`config.mk`:
```
export PLATFORM = sky130hd
export DESIGN_NAME = w5300_bus_master
export DESIGN_NICKNAME = d
export VERILOG_FILES = /design/src/rtl/w5300_pkg.sv /design/src/rtl/w5300_sync2.sv /design/src/rtl/w5300_bus_master.sv
export SDC_FILE = /design/constraint.sdc
export NUM_CORES = 1
export LEC_CHECK = 0
export CAP_MARGIN = 15
export CORE_MARGIN = 5
export CORE_UTILIZATION = 38
export DETAILED_ROUTE_END_ITERATION = 10
export PLACE_DENSITY = 0.84
export SETUP_SLACK_MARGIN = 0.1
export SKIP_CTS_REPAIR_TIMING = 1
export SLEW_MARGIN = 20
export SYNTH_ARGS = -nofsm -noshare
export SYNTH_HDL_FRONTEND = slang
export SYNTH_SLANG_ARGS = --single-unit
```
`constraint.sdc`:
```
create_clock -name clk -period 2.6 [get_ports clk]
set_input_delay 0.78 -clock clk [delete_from_list [all_inputs] [get_ports clk]]
set_output_delay 0.78 -clock clk [all_outputs]
set_load 0.02 [all_outputs]
```
`src/rtl/w5300_pkg.sv`:
```
// Shared W5300 host-bus definitions: access direction encoding, bus FSM states
// and default access timing (in clk cycles).
package w5300_pkg;

    // Direction bit carried in command bit [10]
    localparam logic RD = 1'b0;
    localparam logic WR = 1'b1;

    localparam int W5300_T_SETUP  = 2;
    localparam int W5300_T_STROBE = 3;
    localparam int W5300_T_HOLD   = 1;

    typedef enum logic [2:0] {
        BUS_IDLE,
        BUS_SETUP,
        BUS_STROBE,
        BUS_HOLD,
        BUS_DONE
    } bus_state_e;

    function automatic int max3(input int a, input int b, input int c);
        int m;
        m = (a > b) ? a : b;
        return (m > c) ? m : c;
    endfunction

endpackage

```
`src/rtl/w5300_sync2.sv`:
```
// Generic two-flop synchroniser for a single asynchronous input; both stages
// reset to RESET_VAL so the output is quiet while in reset.
module w5300_sync2 #(
    parameter logic RESET_VAL = 1'b1
) (
    input  logic clk,
    input  logic rst,
    input  logic d,
    output logic q
);

    logic ff1_q, ff1_d;
    logic ff2_q, ff2_d;

    always_comb begin
        ff1_d = d;
        ff2_d = ff1_q;
    end

    always_ff @(posedge clk or posedge rst) begin
        if (rst) begin
            ff1_q <= RESET_VAL;
            ff2_q <= RESET_VAL;
        end else begin
            ff1_q <= ff1_d;
            ff2_q <= ff2_d;
        end
    end

    assign q = ff2_q;

endmodule

```
`src/rtl/w5300_bus_master.sv`:
```
// Single 16-bit register access engine for the W5300 direct-address host bus.
// Every bus pin is a flop output; one down-counter times setup, strobe and hold.
module w5300_bus_master
    import w5300_pkg::*;
#(
    parameter int T_SETUP  = W5300_T_SETUP,
    parameter int T_STROBE = W5300_T_STROBE,
    parameter int T_HOLD   = W5300_T_HOLD
) (
    input  logic        clk,
    input  logic        rst,
    input  logic        req,
    input  logic [10:0] addr,
    input  logic [15:0] wr_data,
    output logic [15:0] rd_data,
    output logic        op_state,
    output logic        busy,
    input  logic        int_n,
    output logic        int_sync_n,
    output logic [9:0]  bus_addr,
    output logic [15:0] bus_data_o,
    output logic        bus_data_oe,
    input  logic [15:0] bus_data_i,
    output logic        bus_cs_n,
    output logic        bus_rd_n,
    output logic        bus_wr_n
);

    localparam int CNT_W = $clog2(max3(T_SETUP, T_STROBE, T_HOLD) + 1);
    localparam logic [CNT_W-1:0] SETUP_LOAD  = CNT_W'(T_SETUP - 1);
    localparam logic [CNT_W-1:0] STROBE_LOAD = CNT_W'(T_STROBE - 1);
    localparam logic [CNT_W-1:0] HOLD_LOAD   = CNT_W'(T_HOLD - 1);

    bus_state_e       state_q, state_d;
    logic [CNT_W-1:0] cnt_q, cnt_d;
    logic             rw_q, rw_d;
    logic [9:0]       bus_addr_q, bus_addr_d;
    logic [15:0]      bus_data_o_q, bus_data_o_d;
    logic             bus_data_oe_q, bus_data_oe_d;
    logic             bus_cs_n_q, bus_cs_n_d;
    logic             bus_rd_n_q, bus_rd_n_d;
    logic             bus_wr_n_q, bus_wr_n_d;
    logic [15:0]      rd_data_q, rd_data_d;
    logic             op_state_q, op_state_d;
    logic             busy_q, busy_d;

    always_comb begin
        state_d       = state_q;
        cnt_d         = cnt_q;
        rw_d          = rw_q;
        bus_addr_d    = bus_addr_q;
        bus_data_o_d  = bus_data_o_q;
        bus_data_oe_d = bus_data_oe_q;
        bus_cs_n_d    = bus_cs_n_q;
        bus_rd_n_d    = bus_rd_n_q;
        bus_wr_n_d    = bus_wr_n_q;
        rd_data_d     = rd_data_q;
        op_state_d    = 1'b0;

        case (state_q)
            BUS_IDLE: begin
                if (req) begin
                    rw_d          = addr[10];
                    bus_addr_d    = addr[9:0];
                    bus_data_o_d  = wr_data;
                    bus_cs_n_d    = 1'b0;
                    bus_data_oe_d = (addr[10] == WR);
                    cnt_d         = SETUP_LOAD;
                    state_d       = BUS_SETUP;
                end
            end
            BUS_SETUP: begin
                if (cnt_q == '0) begin
                    bus_rd_n_d = (rw_q == WR);
                    bus_wr_n_d = (rw_q != WR);
                    cnt_d      = STROBE_LOAD;
                    state_d    = BUS_STROBE;
                end else begin
                    cnt_d = cnt_q - CNT_W'(1);
                end
            end
            BUS_STROBE: begin
                if (cnt_q == '0) begin
                    // Sample on the same edge that releases the strobe
                    if (rw_q == RD) begin
                        rd_data_d = bus_data_i;
                    end
                    bus_rd_n_d = 1'b1;
                    bus_wr_n_d = 1'b1;
                    cnt_d      = HOLD_LOAD;
                    state_d    = BUS_HOLD;
                end else begin
                    cnt_d = cnt_q - CNT_W'(1);
                end
            end
            BUS_HOLD: begin
                if (cnt_q == '0) begin
                    bus_cs_n_d    = 1'b1;
                    bus_data_oe_d = 1'b0;
                    op_state_d    = 1'b1;
                    state_d       = BUS_DONE;
                end else begin
                    cnt_d = cnt_q - CNT_W'(1);
                end
            end
            BUS_DONE: begin
                state_d = BUS_IDLE;
            end
            default: begin
                state_d = BUS_IDLE;
            end
        endcase

        busy_d = (state_d != BUS_IDLE);
    end

    always_ff @(posedge clk or posedge rst) begin
        if (rst) begin
            state_q       <= BUS_IDLE;
            cnt_q         <= '0;
            rw_q          <= RD;
            bus_addr_q    <= '0;
            bus_data_o_q  <= '0;
            bus_data_oe_q <= 1'b0;
            bus_cs_n_q    <= 1'b1;
            bus_rd_n_q    <= 1'b1;
            bus_wr_n_q    <= 1'b1;
            rd_data_q     <= '0;
            op_state_q    <= 1'b0;
            busy_q        <= 1'b0;
        end else begin
            state_q       <= state_d;
            cnt_q         <= cnt_d;
            rw_q          <= rw_d;
            bus_addr_q    <= bus_addr_d;
            bus_data_o_q  <= bus_data_o_d;
            bus_data_oe_q <= bus_data_oe_d;
            bus_cs_n_q    <= bus_cs_n_d;
            bus_rd_n_q    <= bus_rd_n_d;
            bus_wr_n_q    <= bus_wr_n_d;
            rd_data_q     <= rd_data_d;
            op_state_q    <= op_state_d;
            busy_q        <= busy_d;
        end
    end

    w5300_sync2 #(
        .RESET_VAL(1'b1)
    ) u_int_sync (
        .clk(clk),
        .rst(rst),
        .d  (int_n),
        .q  (int_sync_n)
    );

    assign rd_data     = rd_data_q;
    assign op_state    = op_state_q;
    assign busy        = busy_q;
    assign bus_addr    = bus_addr_q;
    assign bus_data_o  = bus_data_o_q;
    assign bus_data_oe = bus_data_oe_q;
    assign bus_cs_n    = bus_cs_n_q;
    assign bus_rd_n    = bus_rd_n_q;
    assign bus_wr_n    = bus_wr_n_q;

endmodule
```
* After elaboration in Yosys (flattened, before gate mapping)
Cells that the tools add are included.
Cells by class: $add $sub $neg 1, eq/ne operators 8, multiplexer cells 22, bitwise operators 1, reductions and logical operators 11
Operators by type and width (count):
- two-way mux 3 bit | 4
- case mux 3 bit (4 select lines) | 1
- AND reduction 3 bit | 4
- inequality test 2 bit, second input constant | 5
- two-way mux 1 bit | 8
- two-way mux 2 bit | 4
- case mux 1 bit (2 select lines) | 4
- case mux 2 bit (4 select lines) | 1
- == test 3 x 2 -> 1 bit, second input constant | 2
- nonzero test 2 bit | 2
- nonzero test 4 bit | 1
- == test 3 x 1 -> 1 bit, second input constant | 1
- logical NOT 3 bit | 1
- nonzero test 3 bit | 1
- logical NOT 2 bit | 1
- AND reduction 2 bit | 1
- subtractor 2 x 1 -> 2 bit, second input constant | 1
- NOT 1 bit | 1
Storage, ports and cells: register bits 56, input port bits 47

* Longest topological paths before layout
depth in word-level cells 4, gate-level depth with buffers 6, mapped depth without buffers 5

* Hierarchy
Synthesis repeated with hierarchy kept, for this count alone.
Second synthesis, totals: cell total of the unflattened synthesis 150, area total of the unflattened synthesis 2282.2 sq um
By module, submodules not included:
- w5300_bus_master | times used 1, cells each 147, area each 2225.9 sq um, seq. area each 1355.0 sq um
- w5300_sync2 | times used 1, cells each 3, area each 56.3 sq um, seq. area each 52.6 sq um

* Worst setup path before layout
OpenSTA, ideal clock, no wires.
kind reg2reg, from register cnt_q[0], to register rd_data_q[0], in the netlist rd_data[0], arrival time 1.686 ns, data required time 2.475 ns, setup slack 0.789 ns, cell stages (with the launch flop) 7, cells stage by stage dfrtp_1 inv_1 ha_1 nand2b_1 nor4_4 buf_6 mux2_2
Between the ends: longest elaborated chain between the ends 2
RTL lines:
- start, declared | line w5300_bus_master.sv:35 | logic [CNT_W-1:0] cnt_q, cnt_d;
- start signal, assigned | line w5300_bus_master.sv:133 | cnt_q <= cnt_d;
- logical NOT 2 bit | line w5300_bus_master.sv:83 | if (cnt_q == '0) begin
- AND reduction 3 bit (no line)
- end signal, assigned | line w5300_bus_master.sv:141 | rd_data_q <= rd_data_d;
- end, declared | line w5300_bus_master.sv:43 | logic [15:0] rd_data_q, rd_data_d;
Every way passes these cells. A chain may end at the register's enable or synchronous reset.

* Worst setup path in the final report
from register bus_rd_n_q, in the netlist bus_rd_n, to output bus_rd_n
RTL lines:
- start, declared | line w5300_bus_master.sv:41 | logic bus_rd_n_q, bus_rd_n_d;
- start signal, assigned | line w5300_bus_master.sv:139 | bus_rd_n_q <= bus_rd_n_d;
- end, declared | line w5300_bus_master.sv:25 | output logic bus_rd_n,
No word-level cell between the ends.

==> results.sh <==
export IMPL_status="finished, final reports clean"
export IMPL_yosys_top_cells_area="dfrtp_1 57%, mux2_2 22%, dfstp_2 5.9%"
export IMPL_path_cells="clkdlybuf4s50_1"
export IMPL_cp_start_kind="register"
export IMPL_skew_ps=4.90
export IMPL_end_kind="output port"
export IMPL_cap_violations=0
export IMPL_gp_congestion=0.738
export IMPL_die_area_um2=7490
export IMPL_cts_root_buffer="clkbuf_8"
export IMPL_r2r_setup_slack_ps=680
export IMPL_path_depth=1
export IMPL_slowest_delay_ps=610
export IMPL_first_iter_violations=40
export IMPL_r2r_start="cnt_q[0]$_DFFE_PP0P_"
export IMPL_layout_nets=297
export IMPL_placementRows=27
export IMPL_fp_dieH_um=86.6
export IMPL_ys_top_cells_by_count="51 x dfrtp_1, 44 x mux2_2, 8 x nor2_1"
export IMPL_diodes=0
export IMPL_leakagePower_nw=1.41
export IMPL_tightest_slew_ps=489
export IMPL_slew_headroom_pct=67.4
export IMPL_period_share_pct=86.1
export IMPL_holdPathStages=0
export IMPL_yosys_warnings=0
export IMPL_num_vias=1554
export IMPL_synth_seq_cells=56
export IMPL_antenna_found_initial=0
export IMPL_synth_top_area_share_pct=57.3
export IMPL_fmax_mhz=447
export IMPL_io_buffer_count=95
export IMPL_max_clock_path_buffers=2
export IMPL_grt_max_degree=37
export IMPL_drtAntennaViolNets=0
export IMPL_drv_slew=0
export IMPL_worstSetupEndpoint="bus_rd_n"
export IMPL_synth_fp_nets=199
export IMPL_initial_core_util_pct=39.7
export IMPL_fin_tns_setup_ps=0
export IMPL_finalHoldViolCount=0
export IMPL_cts_tree="yes"
export IMPL_firstDrtPassIters=4
export IMPL_worstPathMaxFanout=3
export IMPL_cts_sinks=56
export IMPL_drc=0
export IMPL_rsz0062_at_grt="no"
export IMPL_path_buf_inv=1
export IMPL_critPathKind="reg -> out"
export IMPL_critPathSlowestCell="clkdlybuf4s50_1"
export IMPL_io_pin_count=96
export IMPL_hp_class="reg -> reg"
export IMPL_core_area_um2=5610
export IMPL_vias_per_cell=4.86
export IMPL_fill_cells=464
export IMPL_setup_viol=0
export IMPL_wl_per_cell_um=14.9
export IMPL_area_growth_pct=53.1
export IMPL_syn_inst=149
export IMPL_r2r_end="rd_data[0]$_DFFE_PP0P_"
export IMPL_clk_latency_ps=300
export IMPL_cts_clk_slew_worst_paths_ps=90
export IMPL_routed_wl_mm=4.76
export IMPL_grt_pass1_wl_mm=7.89
export IMPL_synth_flop_cell="dfrtp_1"
export IMPL_power_density_nw_per_um2=1280
export IMPL_peakVddDrop_uv=604
export IMPL_htreeDepth=2
export IMPL_die_w_um=86.6
export IMPL_rr_worst_depth=6
export IMPL_cp_required_ps=1820
export IMPL_syn_avg_cell_area_um2=14.9
export IMPL_placed_cells=312
export IMPL_yosysMostFrequentCell="dfrtp_1"
export IMPL_synth_cell_type_count=28
export IMPL_synth_seq_area_share_pct=63.2
export IMPL_final_cells=320
export IMPL_grt_ovfl_total=0
export IMPL_syn_area_um2=2230
export IMPL_post_route_min_period_ps=2240
export IMPL_crit_family="buffers and inverters"
export IMPL_worstPathArrival_ps=1460
export IMPL_drive_above_1_share_pct=26.2
export IMPL_synth_edff_count=0
export IMPL_synth_top_area_cell="dfrtp_1"
export IMPL_dp_hpwl_mm=3.61
export IMPL_crit_start="bus_rd_n$_DFFE_PP1P_"
export IMPL_numCtsBuffers=5
export IMPL_grt_pass1_vias=1649
export IMPL_gr_usage_all_layers_pct=13.2
export IMPL_async_flop_share_pct=100
==> logic make-up (layout without fill, tap and decap cells) <==
logic type | after synthesis | after routing | share of synthesized area [%]
adder cells (fa/ha/maj) | 3 | 3 | 1.69
AND/OR/NAND/NOR | 19 | 19 | 5.45
flip-flops | 56 | 56 | 63.2
XOR/XNOR | 1 | 1 | 0.393
AO/OA/AOI/OAI | 12 | 12 | 3.76
buffers and inverters | 13 | 112 | 2.75
multiplexers | 45 | 45 | 22.8
==> per-layer routing <==
metal  vias to the layer above  global-route usage [%]  part of all wire, %
li1                        717                       -                    -
met1                       773                    15.6                   39
met2                        62                    22.7                   50
met3                         2                    5.04                   10
met4                         0                    2.97                 0.32
met5                         -                       0                    0
==> cells in the final DEF, fill, tap and decap left out, drive strengths merged <==
master / synthesis / layout
nor4b: 1 / 1
nor2: 8 / 8
o21ai: 2 / 2
dfrtp: 51 / 51
a2bb2oi: 2 / 2
nor4: 1 / 1
ha: 3 / 3
dfstp: 5 / 5
clkbuf: 2 / 7
a311oi: 1 / 1
and4b: 2 / 2
nand2: 1 / 1
or2: 1 / 1
nor3: 1 / 1
o32a: 1 / 1
bufinv: 0 / 1
mux2: 45 / 45
a21oi: 2 / 2
buf: 5 / 3
o22ai: 2 / 2
clkdlybuf4s50: 0 / 95
inv: 6 / 6
nand3b: 1 / 1
nand2b: 3 / 3
xnor2: 1 / 1
a31oi: 1 / 1
a22o: 1 / 1
==> report_power, final <==
group / internal, mW / total (mW) / switching, mW
clock: 0.340 / 0.602 / 0.262
sequential: 1.31 / 1.59 / 0.286
combinational: 1.20 / 2.17 / 0.973
total: 2.85 / 4.37 / 1.52
==> final cells by class <==
cell class / instances / area [um2] / area share, %
clock buffers: 7 / 96.3 / 2.83
clock inverters: 1 / 30.0 / 0.881
inverters: 6 / 22.5 / 0.661
multi-input cells: 80 / 764 / 22.4
flip-flops and latches: 56 / 1410 / 41.3
well taps: 72 / 90.1 / 2.64
repair buffers: 98 / 998 / 29.3
==> registers in the layout, indices dropped and copies added, names as in the netlist <==
register,cells
bus_data_o,16
op_state,1
u_int_sync.q,1
cnt_q,2
busy,1
bus_wr_n,1
rd_data,16
bus_cs_n,1
bus_rd_n,1
state_q,3
bus_data_oe,1
u_int_sync.ff1_q,1
bus_addr,10
rw_q,1
==> worst min-delay path by stage <==
stage,start,to
2_1_floorplan,u_int_sync.ff1_q$_DFF_PP1_,u_int_sync.q$_DFF_PP1_
3_3_place_gp,u_int_sync.ff1_q$_DFF_PP1_,u_int_sync.q$_DFF_PP1_
3_5_place_dp,u_int_sync.ff1_q$_DFF_PP1_,u_int_sync.q$_DFF_PP1_
4_1_cts,u_int_sync.ff1_q$_DFF_PP1_,u_int_sync.q$_DFF_PP1_
5_1_grt,u_int_sync.ff1_q$_DFF_PP1_,u_int_sync.q$_DFF_PP1_
6_report,u_int_sync.ff1_q$_DFF_PP1_,u_int_sync.q$_DFF_PP1_
==> stage by stage <==
step	utilization, %	total power [mW]	hold slack, ps	setup slack, ps	instance area (um2)
2_1_floorplan	-	2.81	345	457	2230
4_1_cts	60.8	4.44	363	344	3410
6_report	60.8	4.37	361	362	3410
5_1_grt	60.8	4.64	371	312	3410
3_3_place_gp	58.5	3.76	347	302	3280
3_5_place_dp	58.5	3.82	348	247	3280
No activity file was read; power rests on OpenSTA's default activity.
